--- src/rtl/term1_sched.sv ---
// Round-robin scheduler that time-shares one combinational term1 instance between NREQ requesters.
// Optional per-requester grant statistics are enabled with TERM1_SCHED_STATS_EN.

module term1_sched_cnt (
    input  logic        clk,
    input  logic        rst,
    input  logic        inc,
    output logic [15:0] cnt
);
    always_ff @(posedge clk or posedge rst) begin
        if (rst)
            cnt <= '0;
        else if (inc && cnt != 16'hFFFF)
            cnt <= cnt + 16'd1;
    end
endmodule

module term1_sched #(
    parameter int NREQ   = 4,
    parameter int SETTLE = 2
) (
    input  logic                    clk,
    input  logic                    rst,
    input  logic [NREQ-1:0]         req_valid,
    input  logic [NREQ*34-1:0]      req_data,
    output logic [NREQ-1:0]         req_ready,
    output logic [33:0]             t1_in,
    input  logic [9:0]              t1_out,
    output logic                    rsp_valid,
    output logic [$clog2(NREQ)-1:0] rsp_id,
    output logic [9:0]              rsp_data,
    input  logic                    rsp_ready,
    output logic                    busy
`ifdef TERM1_SCHED_STATS_EN
    ,
    output logic [NREQ*16-1:0]      grant_cnt
`endif
);
    localparam int IW = $clog2(NREQ);

    typedef enum logic [1:0] {S_IDLE, S_SETTLE, S_RESP} state_t;

    state_t          state;
    logic [3:0]      cnt;
    logic [IW-1:0]   ptr;
    logic [IW-1:0]   gnt_idx;
    logic            found;
    logic [33:0]     gnt_data;
    int              idx;

    // Search starts just past the last winner, so the last winner has lowest priority.
    always_comb begin
        found   = 1'b0;
        gnt_idx = '0;
        idx     = 0;
        for (int i = 1; i <= NREQ; i++) begin
            idx = int'(ptr) + i;
            if (idx >= NREQ)
                idx = idx - NREQ;
            if (!found && req_valid[idx]) begin
                found   = 1'b1;
                gnt_idx = IW'(idx);
            end
        end
    end

    always_comb begin
        req_ready = '0;
        if (state == S_IDLE && found)
            req_ready[gnt_idx] = 1'b1;
    end

    assign gnt_data = req_data[int'(gnt_idx)*34 +: 34];

    always_ff @(posedge clk or posedge rst) begin
        if (rst) begin
            state     <= S_IDLE;
            cnt       <= '0;
            ptr       <= IW'(NREQ - 1);
            t1_in     <= '0;
            rsp_id    <= '0;
            rsp_data  <= '0;
            rsp_valid <= 1'b0;
            busy      <= 1'b0;
        end else begin
            case (state)
                S_IDLE: begin
                    if (found) begin
                        t1_in <= gnt_data;
                        rsp_id <= gnt_idx;
                        ptr    <= gnt_idx;
                        cnt    <= 4'(SETTLE - 1);
                        busy   <= 1'b1;
                        state  <= S_SETTLE;
                    end
                end
                S_SETTLE: begin
                    if (cnt == 4'd0) begin
                        rsp_data  <= t1_out;
                        rsp_valid <= 1'b1;
                        state     <= S_RESP;
                    end else begin
                        cnt <= cnt - 4'd1;
                    end
                end
                S_RESP: begin
                    // Back to IDLE first: the next grant happens a cycle later.
                    if (rsp_ready) begin
                        rsp_valid <= 1'b0;
                        busy      <= 1'b0;
                        state     <= S_IDLE;
                    end
                end
                default: begin
                    state     <= S_IDLE;
                    rsp_valid <= 1'b0;
                    busy      <= 1'b0;
                end
            endcase
        end
    end

`ifdef TERM1_SCHED_STATS_EN
    for (genvar k = 0; k < NREQ; k++) begin : g_stats
        term1_sched_cnt u_cnt (
            .clk (clk),
            .rst (rst),
            .inc (req_valid[k] & req_ready[k]),
            .cnt (grant_cnt[k*16 +: 16])
        );
    end
`endif

endmodule

--- config.mk ---
export PLATFORM = sky130hd
export DESIGN_NAME = term1_sched
export DESIGN_NICKNAME = d
export VERILOG_FILES = /design/src/rtl/term1_sched.sv
export SDC_FILE = /design/constraint.sdc
export NUM_CORES = 1
export LEC_CHECK = 0
export CORE_ASPECT_RATIO = 0.6
export CORE_MARGIN = 3
export CORE_UTILIZATION = 50
export DETAILED_ROUTE_END_ITERATION = 8
export DONT_BUFFER_PORTS = 1
export GPL_TIMING_DRIVEN = 0
export PLACE_DENSITY = 0.67
export SLEW_MARGIN = 20
export SYNTH_ARGS = -nofsm -noshare
export SYNTH_HDL_FRONTEND = slang
export SYNTH_SLANG_ARGS = --single-unit
--- constraint.sdc ---
create_clock -name clk -period 6.9 [get_ports clk]
set_clock_uncertainty 0.05 [all_clocks]
set_input_delay 2.07 -clock clk [delete_from_list [all_inputs] [get_ports clk]]
set_output_delay 2.07 -clock clk [all_outputs]
set_load 0.03 [all_outputs]
==> metrics.cfg <==
[floorplan]
die_area_sq_mm=0.007900
core_area_sq_mm=0.006359
initial_core_util_pct=53.78
pin_count=205
die_w_um=112.8
fp.dieH_um=70.06
rows=22

[clocking]
cts_made_buffers=5
post_cts_resized=0
clock-sinks=56
post_cts_buffers=0
insertion_delay_ns=0.29
root_buffer=clkbuf_16
clockBufferDepth=2
clk_transition_reported_paths_ns=0.07
htree_levels=2
cts_tree=built
cts_hold_buf=0

[routing]
viasPerCell=6.743
ant_nets=0
drt_first_iter_violations=222
wl_per_cell_um=23.60
firstDrtPassIters=4
drc=0
via_count=3014
routed_wl_um=10550

[synthesis]
ys_seq_elements=56
synth.most_common_cell=o21ai_0
synth_top_family_by_area=compound AO/OA/AOI/OAI gates
yosysTopAreaCellShare_pct=39.52
ys.flop_type=dfrtp_1
yosysTopAreaCell=dfrtp_1
yosysWarnings=0
synth.area.top_cells=dfrtp_1 40%, mux2i_1 10%, o21ai_0 8.8%, a221o_1 6.7%, o21ai_1 5.1%
ys_types=44
async_reset_ff_share_pct=100.0
synth_compound_area_share_pct=32.31
synth_edf_count=0
syn-num-nets=510
netlist_instances=355
synthTopCellsByCount=60 x o21ai_0, 54 x dfrtp_1, 35 x mux2i_1, 35 x o21ai_1, 23 x a221o_1
synth_mux_area_share_pct=13.54
yosysSeqAreaShare_pct=41.05
synth-adder-area-share_pct=0.7318
syn_area_per_cell_sq_um=9.632
netlist_area_sq_mm=0.003420
yosys.area_share.simple_pct=5.928
synth_xor_area_share_pct=0.5123

[worst_setup_path]
reg2reg_from=ptr[1]
path_class=primary input to primary output
end_kind=primary output
r2r-end=t1_in[24]
arrival_ns=3.99
worstRegToRegCells=6
critical_path.max_fanout=10
startpoint_type=primary input
crit_required_ns=4.78
regToRegSetupSlack_ns=4.73

[layout]
regArea_sq_mm=0.001404
post_route_cells_drive_above_1_share_pct=11.02
nFillCells=604
insertedDiodeCount=0
nets=517
multi_input_area_sq_mm=0.001813
areaGrowthSynthToFinish_pct=7.135

[global_routing]
antenna_found_initial=0
grt_overflow_total=0
grt_max_degree=57
grt_pass1_vias=3010
grt_pass1_wl_um=16370
grt_util_all_layers_pct=26.37

[timing]
grt_setup_unrepaired=no
fin_setup_tns_ns=0
whs_ns=0.4626
slew-limit-headroom_pct=53.58
setup_viol=0
tightest_slew_ns=0.6963
period_needed_ns=6.106
hold_viol_final=0
drv_slew=0
max_freq_mhz=163.8
fin_crit_sh_pct=88.49

[placement]
io_buffers=0
gp_congestion=0.8315
place_hpwl_um=8148

[worst_hold_path]
hold_start=cnt[0]
hp-class=flop to flop
hold_depth=1
min_to=cnt[0]

[power_and_ir_drop]
p_leak_nw=1.517
peakVddDrop_mv=0.2260
pwr_density_cell_mw_per_mm2=552.2

[run]
max_cap_violations=0

[run_status]
status=complete, no violations

[report_power, final]
group | leakage (nW) | switching, mW | internal (mW)
Sequential | 0.626 | 0.417 | 0.487
Clock | 0.0652 | 0.110 | 0.135
Combinational | 0.825 | 0.509 | 0.365
[how the worst max path moves through the flow]
| stage | slack, ns | startpoint | endpoint |
|---|---|---|---|
| 2_1_floorplan | 1.24 | req_valid[1] | req_ready[2] |
| 3_3_place_gp | 0.84 | req_valid[1] | req_ready[2] |
| 3_5_place_dp | 0.81 | req_valid[1] | req_ready[2] |
| 4_1_cts | 0.80 | req_valid[1] | req_ready[2] |
| 5_1_grt | 0.65 | req_valid[1] | req_ready[2] |
| 6_report | 0.79 | req_valid[1] | req_ready[2] |
[state kept, by name (all words and copies together) (netlist names)]
register / cells
busy: 1
cnt: 4
ptr: 2
rsp_data: 10
rsp_id: 2
rsp_valid: 1
state: 2
t1_in: 34
[placed cells by master (no fill, tap or decap), types with 3 or more instances in the layout]
cell | netlist | routed
nor2b_1 | 3 | 3
a221o_1 | 23 | 23
nor2_1 | 12 | 12
a21oi_1 | 5 | 5
o21ai_1 | 35 | 35
a21boi_0 | 12 | 12
mux2_2 | 10 | 10
mux2i_1 | 35 | 35
buf_6 | 5 | 5
nand2b_1 | 4 | 4
clkbuf_16 | 0 | 5
nand2_1 | 11 | 11
o22ai_1 | 14 | 14
buf_4 | 4 | 4
a21o_1 | 12 | 12
inv_1 | 6 | 5
dfrtp_1 | 54 | 54
buf_2 | 9 | 9
clkbuf_1 | 12 | 15
o21ai_0 | 60 | 60
[metal layers]
layer / vias to the layer above / wire (um) / track usage (%)
met5: - / 0 / 0
met4: 0 / 150 / 6.933
met3: 13 / 847 / 6.753
met2: 154 / 4896 / 41.08
met1: 1488 / 4656 / 36.66
li1: 1359 / - / -
[area by class of cell]
type	instances	area share [%]
multi-input cells	262	49.49
plain buffers	31	4.918
well taps	84	2.869
clock buffers	8	3.723
flip-flops and latches	56	38.32
inverters	6	0.6831
[critical path: stages]
cell and delay (ns):
buf_2 0.16, nor2_1 0.15, o22ai_1 0.13, a221oi_2 0.42, clkbuf_1 0.42, nand2_1 0.18
nor2_1 0.46
[through the flow]
| step | setup slack [ns] | cells | util [%] | power (mW) | instance area, sq um |
|---|---|---|---|---|---|
| after floorplan | 1.244 | 355 | - | 1.532 | 3420 |
| after CTS | 0.7997 | 447 | 57.62 | 2.026 | 3664 |
| after global placement | 0.8356 | 439 | 55.43 | 1.750 | 3525 |
| final | 0.7942 | 447 | 57.62 | 2.023 | 3664 |
| after detailed placement | 0.8080 | 439 | 55.47 | 1.777 | 3527 |
| after global routing | 0.6462 | 447 | 57.62 | 2.165 | 3664 |
[kinds of logic after synthesis]
| kind of cell | after synthesis |
|---|---|
| adders and majority gates | 2 |
| xor gates and xnor gates | 2 |
| DFF | 56 |
| and+or+nand+nor | 41 |
| buffers and inverters | 37 |
| AOI/OAI and AO/OA | 172 |
| muxes | 45 |
Note: power is estimated with default switching activity, not from simulation.
